## src/rtl/uart_rx.sv

```systemverilog
// uart_rx: oversampled UART receiver (start bit, NB_DATA bits LSB first, stop bit).
//
// Ports
//   i_clk        system clock, all state changes on its rising edge
//   i_reset      asynchronous active-low reset
//   i_s_tick     one-cycle oversample enable, 16 per bit period
//   i_rx         serial line, idle high
//   o_data       last received word, held until the next o_rx_done
//   o_rx_done    registered one-clock pulse per completed frame
//   o_frame_err  stop bit sampled low in the last completed frame
module uart_rx #(
  parameter int NB_DATA  = 8,
  parameter int SB_TICK  = 16,
  parameter int NB_COUNT = 4
) (
  input  logic               i_clk,
  input  logic               i_reset,
  input  logic               i_s_tick,
  input  logic               i_rx,
  output logic [NB_DATA-1:0] o_data,
  output logic               o_rx_done,
  output logic               o_frame_err
);

  localparam int NB_N = (NB_DATA > 1) ? $clog2(NB_DATA) : 1;

  localparam logic [NB_COUNT-1:0] MID_TICK  = NB_COUNT'(7);
  localparam logic [NB_COUNT-1:0] BIT_TICK  = NB_COUNT'(15);
  localparam logic [NB_COUNT-1:0] STOP_TICK = NB_COUNT'(SB_TICK - 1);
  localparam logic [NB_N-1:0]     LAST_BIT  = NB_N'(NB_DATA - 1);

  typedef enum logic [1:0] {IDLE, START, DATA, STOP} state_t;

  state_t              state, state_next;
  logic [NB_COUNT-1:0] s_cnt, s_cnt_next;
  logic [NB_N-1:0]     n_cnt, n_cnt_next;
  logic [NB_DATA-1:0]  b_reg, b_reg_next;
  logic [NB_DATA-1:0]  data_next;
  logic                ferr_next;
  logic                done_next;

  logic rx_meta, rx_s;

  // Two-flop synchronizer; resets to the idle (high) level so reset
  // release on an idle line never looks like a start bit.
  always_ff @(posedge i_clk or negedge i_reset) begin
    if (!i_reset) begin
      rx_meta <= 1'b1;
      rx_s    <= 1'b1;
    end else begin
      rx_meta <= i_rx;
      rx_s    <= rx_meta;
    end
  end

  always_ff @(posedge i_clk or negedge i_reset) begin
    if (!i_reset) begin
      state       <= IDLE;
      s_cnt       <= '0;
      n_cnt       <= '0;
      b_reg       <= '0;
      o_data      <= '0;
      o_rx_done   <= 1'b0;
      o_frame_err <= 1'b0;
    end else begin
      state       <= state_next;
      s_cnt       <= s_cnt_next;
      n_cnt       <= n_cnt_next;
      b_reg       <= b_reg_next;
      o_data      <= data_next;
      o_rx_done   <= done_next;
      o_frame_err <= ferr_next;
    end
  end

  always_comb begin
    state_next = state;
    s_cnt_next = s_cnt;
    n_cnt_next = n_cnt;
    b_reg_next = b_reg;
    data_next  = o_data;
    ferr_next  = o_frame_err;
    done_next  = 1'b0;

    unique case (state)
      IDLE: begin
        // Start detection does not wait for a tick.
        if (!rx_s) begin
          state_next = START;
          s_cnt_next = '0;
        end
      end
      START: begin
        if (i_s_tick) begin
          if (s_cnt == MID_TICK) begin
            if (!rx_s) begin
              state_next = DATA;
              s_cnt_next = '0;
              n_cnt_next = '0;
            end else begin
              // Line high at mid start bit: glitch, drop silently.
              state_next = IDLE;
            end
          end else begin
            s_cnt_next = s_cnt + 1'b1;
          end
        end
      end
      DATA: begin
        if (i_s_tick) begin
          if (s_cnt == BIT_TICK) begin
            s_cnt_next = '0;
            b_reg_next = {rx_s, b_reg[NB_DATA-1:1]};
            if (n_cnt == LAST_BIT) begin
              state_next = STOP;
            end else begin
              n_cnt_next = n_cnt + 1'b1;
            end
          end else begin
            s_cnt_next = s_cnt + 1'b1;
          end
        end
      end
      STOP: begin
        if (i_s_tick) begin
          if (s_cnt == STOP_TICK) begin
            state_next = IDLE;
            data_next  = b_reg;
            ferr_next  = ~rx_s;
            done_next  = 1'b1;
          end else begin
            s_cnt_next = s_cnt + 1'b1;
          end
        end
      end
      default: state_next = IDLE;
    endcase
  end

endmodule

```

## config.mk

```make
export PLATFORM = sky130hd
export DESIGN_NAME = uart_rx
export DESIGN_NICKNAME = d
export VERILOG_FILES = /design/src/rtl/uart_rx.sv
export SDC_FILE = /design/constraint.sdc
export NUM_CORES = 1
export LEC_CHECK = 0
export ABC_AREA = 1
export CELL_PAD_IN_SITES_DETAIL_PLACEMENT = 1
export CELL_PAD_IN_SITES_GLOBAL_PLACEMENT = 1
export CORE_ASPECT_RATIO = 1.1
export CORE_UTILIZATION = 42
export CTS_CLUSTER_DIAMETER = 40
export CTS_CLUSTER_SIZE = 16
export DETAILED_ROUTE_END_ITERATION = 7
export GPL_ROUTABILITY_DRIVEN = 0
export PLACE_DENSITY = 0.87
export SLEW_MARGIN = 5
export SYNTH_ARGS = -nofsm -noshare
export SYNTH_HDL_FRONTEND = slang
export SYNTH_SLANG_ARGS = --single-unit
```

## constraint.sdc

```tcl
create_clock -name i_clk -period 1.98 [get_ports i_clk]
set_clock_uncertainty 0.1 [all_clocks]
set_input_delay 0.297 -clock i_clk [delete_from_list [all_inputs] [get_ports i_clk]]
set_output_delay 0.297 -clock i_clk [all_outputs]
set_load 0.005 [all_outputs]
```

==> metrics.md, run 1 <==
| Metric | Value |
|---|---|
| Post-CTS Hold Buffers | `0` |
| Max Clock Freq | `about 610 MHz` |
| Antenna diodes | `0` |
| Max stage delay cell, worst path | `dfrtp_1` |
| CTS-repair resized insts | `0` |
| Die ar. | `3701 µm²` |
| Setup crit start kind | `flop` |
| DR WL met2 | `1.603 mm` |
| Total core area | `3331 µm²` |
| Syn_nets | `168` |
| Vias per inst | `4.846` |
| Crit-path max FO | `9` |
| Vias in the first global route | `1,224` |
| Int Power | `1084 µW` |
| Crit-path most repeated cell | `nand2_1` |
| Setup-failing EPs final | `0` |
| Total clock sinks | `29` |
| Post-DR wirelength/cell | `13.00 µm` |
| Clock root buffer | `clkbuf_4` |
| Tmin final | `about 1.6 ns` |
| Endpoint class of the critical path | `flop` |
| Wire length on met3 | `93 µm` |
| Clock slew at reported path FFs | `approximately 0.10 ns` |
| Switching part of the total | `37.94%` |
| Slew HR | `70.11%` |
| CTS Buf Count | `5` |
| Detailed-route via count | `1,100` |
| CTS tree | `done` |
| Cell leakage power | `0.0008396 µW` |
| Area Growth Syn to Fin | `16.27%` |
| P_sw | `662.8 µW` |
| GR Overflow Total | `0` |
| Post-synthesis sequential area ratio | `50.09%` |
| Max clock buf depth | `2` |
| Largest net degree at the start of global routing | `30` |
| Starting density of the core | `43.65%` |
| Port Buf Inserts | `13` |
| Crit share post-route | `around 83%` |
| Status | `complete, no violations` |
| Max Used Layer | `met4` |
| CTS H-tree depth | `2` |
| Max Cap Viol | `0` |
| Initial antenna violation count | `0` |
| Initial DRC Count | `between 50 and 60` |
| Critical path class | `reg -> reg` |
| Cells after Synth | `161` |
| CP Cell Sequence | `inv_2, nor2_1, nand2_1, nand2_1, clkinv_1, nand2_2, nand2_1, o21ai_1` |
| Seq cells post-synth | `29` |
| Clock power share | `26.6%` |
| Power consumption | `1747 µW` |
| Synth unique cells | `24` |
| Post-Route WL | `2.952 mm` |
| Share of post-route cells with drive strength above 1 | `21.79%` |
| Fin nets | `186` |
| Placed inst area | `1618 µm²` |
| Global Route Usage Sum | `19.81%` |
| RSZ-0062 raised after global routing | `no` |
| CP Data Arrival Time | `between 1.5 and 2 ns` |
| Worst skew pair latency | `0.33 ns` |
| Cell family with most CP delay | `flip-flops` |
| Dpl hpwl | `~2.3 mm` |
| Final WS setup | `0.3361 ns` |
| Die Span X | `58.10 µm` |
| Warnings from Yosys | `0` |
| Slew Limit Fails | `0` |
| Final hold vios | `0` |
| M1 wire length | `1.196 mm` |
| First-pass GRT wire length | `between 5 and 6 mm` |
| Seq pwr share | `43.2%` |
| Post-place setup slack | `0.1700 ns` |
| Power density over the cells | `~1000 nW/µm²` |
| Post-route DRC violation count | `0` |
| WP buf/inv | `2` |
| Cell area after synthesis | `1454 µm²` |
| DR pass1 iterations | `4` |
| Final setup TNS | `0 ns` |
| DIE HEIGHT | `63.71 µm` |
| CP required | `2.12 ns` |
| Setup Buffers After CTS | `0` |
| Slew @ Worst Pin | `0.4483 ns` |
| Syn_area_per_cell | `approximately 9 µm²` |
| Max VDD drop | `approximately 0.00070 V` |
| CP peak stage delay | `0.63 ns` |
| Hold crit path type | `in -> async` |
| I/O Pins | `14` |
| Comb pwr share | `30.2%` |
| Routed Antenna Nets | `0` |
| Final Instance Area | `around 1700 µm²` |
| Row count | `22` |
## cells in the final DEF (no fill, tap or decap), types with 3 or more instances in the layout
cell / count
clkbuf_4: 5
clkdlybuf4s50_1: 13
dfrtp_1: 27
ha_1: 3
inv_1: 17
inv_2: 3
nand2_1: 54
nand2_2: 3
nand3_1: 11
nor2_1: 3
o21ai_1: 5
o21ai_2: 16
## power by group through the flow
stage                     clock (µW)  combinational (µW)  sequential [µW]
after floorplan                    0                 462              715
after detailed placement           0                 529              768
after CTS                        476                 533              756
final                            464                 527              755
after global placement             0                 489              761
after global routing             492                 609              766
## worst register-to-register path: cells and delay by family, from the launching register on
family	cells	cell delay [ns]
and+or+nand+nor	5	0.62
buffers and inverters	2	0.16
AOI/OAI and AO/OA	1	0.07
DFF	1	0.63
## metal layers
metal | vias to the layer above | GRT usage (%)
met4 | 0 | 8.036
met2 | 13 | 35.63
li1 | 544 | -
met3 | 7 | 5.339
met1 | 536 | 21.45
met5 | - | 0
## stage by stage
stage / std cells / hold WS, ns / utilization, %
global route: 227 / 0.2691 / 50.75
detailed placement: 220 / 0.2523 / 48.57
finish: 227 / 0.2395 / 50.75
CTS: 227 / 0.2400 / 50.75
global placement: 220 / 0.2498 / 48.57
floorplan: 161 / -0.09859 / -
## cells in the mapped netlist
library cell / number / share of area (%)
nand3_4: 1 / 1.2
o21ai_1: 5 / 1.7
nor2_1: 3 / 0.77
nor2_4: 1 / 0.77
dfrtp_1: 27 / 46
nand2_1: 54 / 14
nor2_2: 2 / 0.86
o21ai_2: 16 / 9.6
a21oi_1: 1 / 0.34
or2_1: 1 / 0.43
o21ai_0: 1 / 0.34
inv_1: 17 / 4.4
nand3_1: 11 / 3.8
clkinv_1: 1 / 0.26
nand4_1: 1 / 0.43
buf_6: 3 / 2.3
nand2_2: 3 / 1.3
inv_2: 3 / 0.77
dfstp_2: 2 / 3.6
nand2_4: 2 / 1.5
xor2_1: 1 / 0.60
o211ai_1: 1 / 0.52
ha_1: 3 / 2.6
nor2_8: 1 / 1.4
## path summary, 6_finish.rpt
path	start	end	slack (ns)	cells after the start
setup / recovery	state[0]$_DFFE_PN0P_	n_cnt[1]$_DFFE_PN0P_	0.34	8
hold / removal	i_reset	o_rx_done$_DFF_PN0_	0.24	2
setup reg to reg	state[0]$_DFFE_PN0P_	n_cnt[1]$_DFFE_PN0P_	0.34	8
hold reg to reg	rx_meta$_DFF_PN1_	rx_s$_DFF_PN1_	0.27	0
max in group asynchronous	i_reset	rx_meta$_DFF_PN1_	1.21	2
min in group i_clk	rx_meta$_DFF_PN1_	rx_s$_DFF_PN1_	0.27	0
## cells by family (layout without fill, tap and decap cells)
family,after synthesis,count (layout),share of synthesized area (%)
and+or+nand+nor,80,80,26.42
DFF,29,29,50.09
buffers and inverters,24,42,7.745
adders and majority gates,3,3,2.582
AOI/OAI and AO/OA,24,24,12.56
xor gates and xnor gates,1,1,0.6025
## cell type report
type	instances	area (µm²)
clock buffer	5	37.54
clock inverter	2	35.03
fill	407	1640
inverter	21	78.83
multi-input combinational	108	613.1
sequential	29	728.2
tap	48	60.06
timing repair buffer	14	137.6
Power figures use the tool's default switching activity.
==> run 2: changes to the inputs <==
==> constraint.sdc (replaced) <==
create_clock -name i_clk -period 1.71 [get_ports i_clk]
set_clock_uncertainty 0.1 [all_clocks]
set_input_delay 0.2565 -clock i_clk [delete_from_list [all_inputs] [get_ports i_clk]]
set_output_delay 0.2565 -clock i_clk [all_outputs]
set_load 0.005 [all_outputs]
==> metrics.md, run 2 (synthesis results as in run 1) <==
| Metric | Value |
|---|---|
| Critical path class | `reg -> reg` |
| Post-route DRC violation count | `0 (unchanged)` |
| P_sw | `795.7 µW (+20%)` |
| Switching part of the total | `37.46% (-0.48 points)` |
| Tmin final | `1.575 ns (-0.06890 ns)` |
| Row count | `22 (unchanged)` |
| Detailed-route via count | `1,120 (+1.8%)` |
| Hold slack | `0.2054 ns (-0.03415 ns)` |
| CP required | `1.83 ns (-0.29 ns)` |
| Routed Antenna Nets | `0 (unchanged)` |
| Vias per inst | `4.870 (+0.49%)` |
| RR Startpoint | `s_cnt[1]$_DFFE_PN0P_` |
| Max VDD drop | `0.0005321 V (-23%)` |
| Power consumption | `2124 µW (+22%)` |
| CP peak stage delay | `0.43 ns (-0.20 ns)` |
| Fill cells | `382 (-6.1%)` |
| Placed inst area | `1625 µm² (+0.46%)` |
| Worst reg-to-reg setup slack | `0.13 ns (-0.20 ns)` |
| Share of post-route cells with drive strength above 1 | `24.18% (+2.4 points)` |
| Setup crit start kind | `flop` |
| RSZ-0062 raised after global routing | `no` |
| Starting density of the core | `43.65% (unchanged)` |
| Seq pwr share | `41.5% (-1.7 points)` |
| Post-DR wirelength/cell | `13.54 µm (+4.1%)` |
| Area taken by multi-input logic gates | `625.6 µm² (+2.0%)` |
| Max Cap Viol | `0 (unchanged)` |
| Comb pwr share | `30.7% (+0.5 points)` |
| Slew HR | `74.68% (+4.6 points)` |
| Clock power share | `27.8% (+1.2 points)` |
| Status | `complete, no violations` |
| Die ar. | `3701 µm² (unchanged)` |
| FF-to-FF path depth | `8 (unchanged)` |
| Met1 track demand over resource | `23.41% (+2.0 points)` |
| CP Cell Sequence | `ha_4, nand3_1, nand2_1, nand2_1, nor2_2, nand3_1, nand2_1, nand2_1` |
| Largest net degree at the start of global routing | `30 (unchanged)` |
| Endpoint class of the critical path | `flop` |
| Crit share post-route | `92.11% (+9.1 points)` |
| Antenna diodes | `0 (unchanged)` |
| Most used routing layer in global routing | `met2` |
| Initial DRC Count | `30 (-45%)` |
| First-pass GRT wire length | `5.478 mm (+0.38%)` |
| CTS Buf Count | `5 (unchanged)` |
| Int Power | `1328 µW (+23%)` |
| WP buf/inv | `0 (-2)` |
| Cell family with most CP delay | `simple AND/OR/NAND/NOR gates` |
| Most frequent cells in the layout | `nand2_1 (54), dfrtp_1 (26), inv_1 (16), o21ai_2 (16), clkdlybuf4s50_1 (13)` |
| Setup-failing EPs final | `0 (unchanged)` |
| Slew @ Worst Pin | `0.3798 ns (-0.06849 ns)` |
| Area Growth Syn to Fin | `19.10%` |
| Hold crit path type | `in -> async` |
| Clock slew at reported path FFs | `0.09 ns (about the same)` |
| Power density over the cells | `1227 nW/µm² (+19%)` |
| Post-Route WL | `3.114 mm (+5.5%)` |
| Met3 Track Usage GR | `6.366% (+1.0 points)` |
| Global Route Usage Sum | `20.15% (+0.33 points)` |
| Die Span X | `58.10 µm (unchanged)` |
| Crit-path max FO | `4 (-5)` |
| Worst skew pair latency | `0.32 ns (about the same)` |
| Vias in the first global route | `1,218 (-0.49%)` |
| Slew Limit Fails | `0 (unchanged)` |
| CTS tree | `done` |
| Fin nets | `188 (+1.1%)` |
| Max Clock Freq | `634.9 MHz (+4.4%)` |
| Clock root buffer | `clkbuf_4` |
| Dpl hpwl | `2.260 mm (about the same)` |
| I/O Pins | `14 (unchanged)` |
| Total clock sinks | `29 (unchanged)` |
| Initial antenna violation count | `0 (unchanged)` |
| DR pass1 iterations | `4 (unchanged)` |
| Final cell count without fillers | `230 (+1.3%)` |
| Total core area | `3331 µm² (unchanged)` |
| Reg area | `729.5 µm² (+0.17%)` |
| CP Data Arrival Time | `1.70 ns (-0.09 ns)` |
| Met2 Track Usage GR | `33.05% (-2.6 points)` |
| Final Core Density | `51.99% (+1.2 points)` |
| Crit-path most repeated cell | `nand2_1` |
| Post-CTS Hold Buffers | `0 (unchanged)` |
| Max stage delay cell, worst path | `dfrtp_1` |
| GR Overflow Total | `0 (unchanged)` |
| Max clock buf depth | `2 (unchanged)` |
| Cell leakage power | `0.0008509 µW (+1.4%)` |
| Final Instance Area | `1732 µm² (+2.4%)` |
| DIE HEIGHT | `63.71 µm (unchanged)` |
| Final hold vios | `0 (unchanged)` |
| Port Buf Inserts | `13 (unchanged)` |
| DP Cell Count | `221 (+0.45%)` |
| CTS H-tree depth | `2 (unchanged)` |
| Commonest non-fill, non-tap cell in the layout | `nand2_1` |
run 2: cell types whose count changed in the layout (fill, tap and decap cells not counted), sizes merged:
cell,previous run,this run
clkbuf,5,7
buf,1,3
clkinv,2,1
run 2: routing by layer:
metal | share of wire (%) | up-vias | routed length (µm)
met5 | 0 | - | 0
met4 | 2.9 | 0 | 89
met3 | 2.9 | 10 | 90
met2 | 53 | 19 | 1656
met1 | 41 | 548 | 1277
li1 | - | 543 | -
run 2: repair_timing:
item | in CTS | in global routing
endpoints found under the hold margin | 0 | 0
endpoints found under the setup margin | 2 | 9
gates cloned | 0 | 0
buffers inserted | 0 | 1
gates resized for setup | 1 | 3
run 2: layout make-up:
cell class	count	area share (%)
Clock buffer	7	3.179
Timing Repair Buffer	16	8.815
Multi-Input combinational cell	108	36.13
Sequential cell	29	42.12
Clock inverter	1	1.734
Inverter	21	4.552
Tap cell	48	3.468
run 2: power by group through the flow:
| stage | Clock (µW) | Sequential [µW] | Combinational [µW] |
|---|---|---|---|
| global route | 635 | 895 | 752 |
| floorplan | 0 | 828 | 535 |
| detailed placement | 0 | 887 | 619 |
| global placement | 0 | 880 | 569 |
| CTS | 606 | 873 | 643 |
| finish | 590 | 882 | 652 |
run 2: worst register-to-register path, cell delays in order, from the launching register on:
cell,delay [ns]
dfrtp_1,0.43
ha_4,0.19
nand3_1,0.14
nand2_1,0.16
nand2_1,0.09
nor2_2,0.16
nand3_1,0.10
nand2_1,0.07
nand2_1,0.05
run 2: worst max-delay path by stage:
stage,cells after the start,slack (ns),from,to
floorplan,7,0.27,s_cnt[0]$_DFFE_PN0P_,o_data[5]$_DFFE_PN0P_
global placement,8,0.06,i_s_tick,flop
detailed placement,8,-0.02,i_s_tick,state[0]$_DFFE_PN0P_
CTS,8,0.02,s_cnt[0]$_DFFE_PN0P_,flop
global route,8,0.01,s_cnt[1]$_DFFE_PN0P_,flop
finish,8,0.13,s_cnt[1]$_DFFE_PN0P_,flop
run 2: metrics by stage:
stage               setup TNS [ns]  setup slack [ns]
finish                           0            0.1350
global route                     0           0.01474
CTS                              0           0.02462
detailed placement        -0.04588          -0.02398
global placement                 0           0.06146
floorplan                        0            0.2725
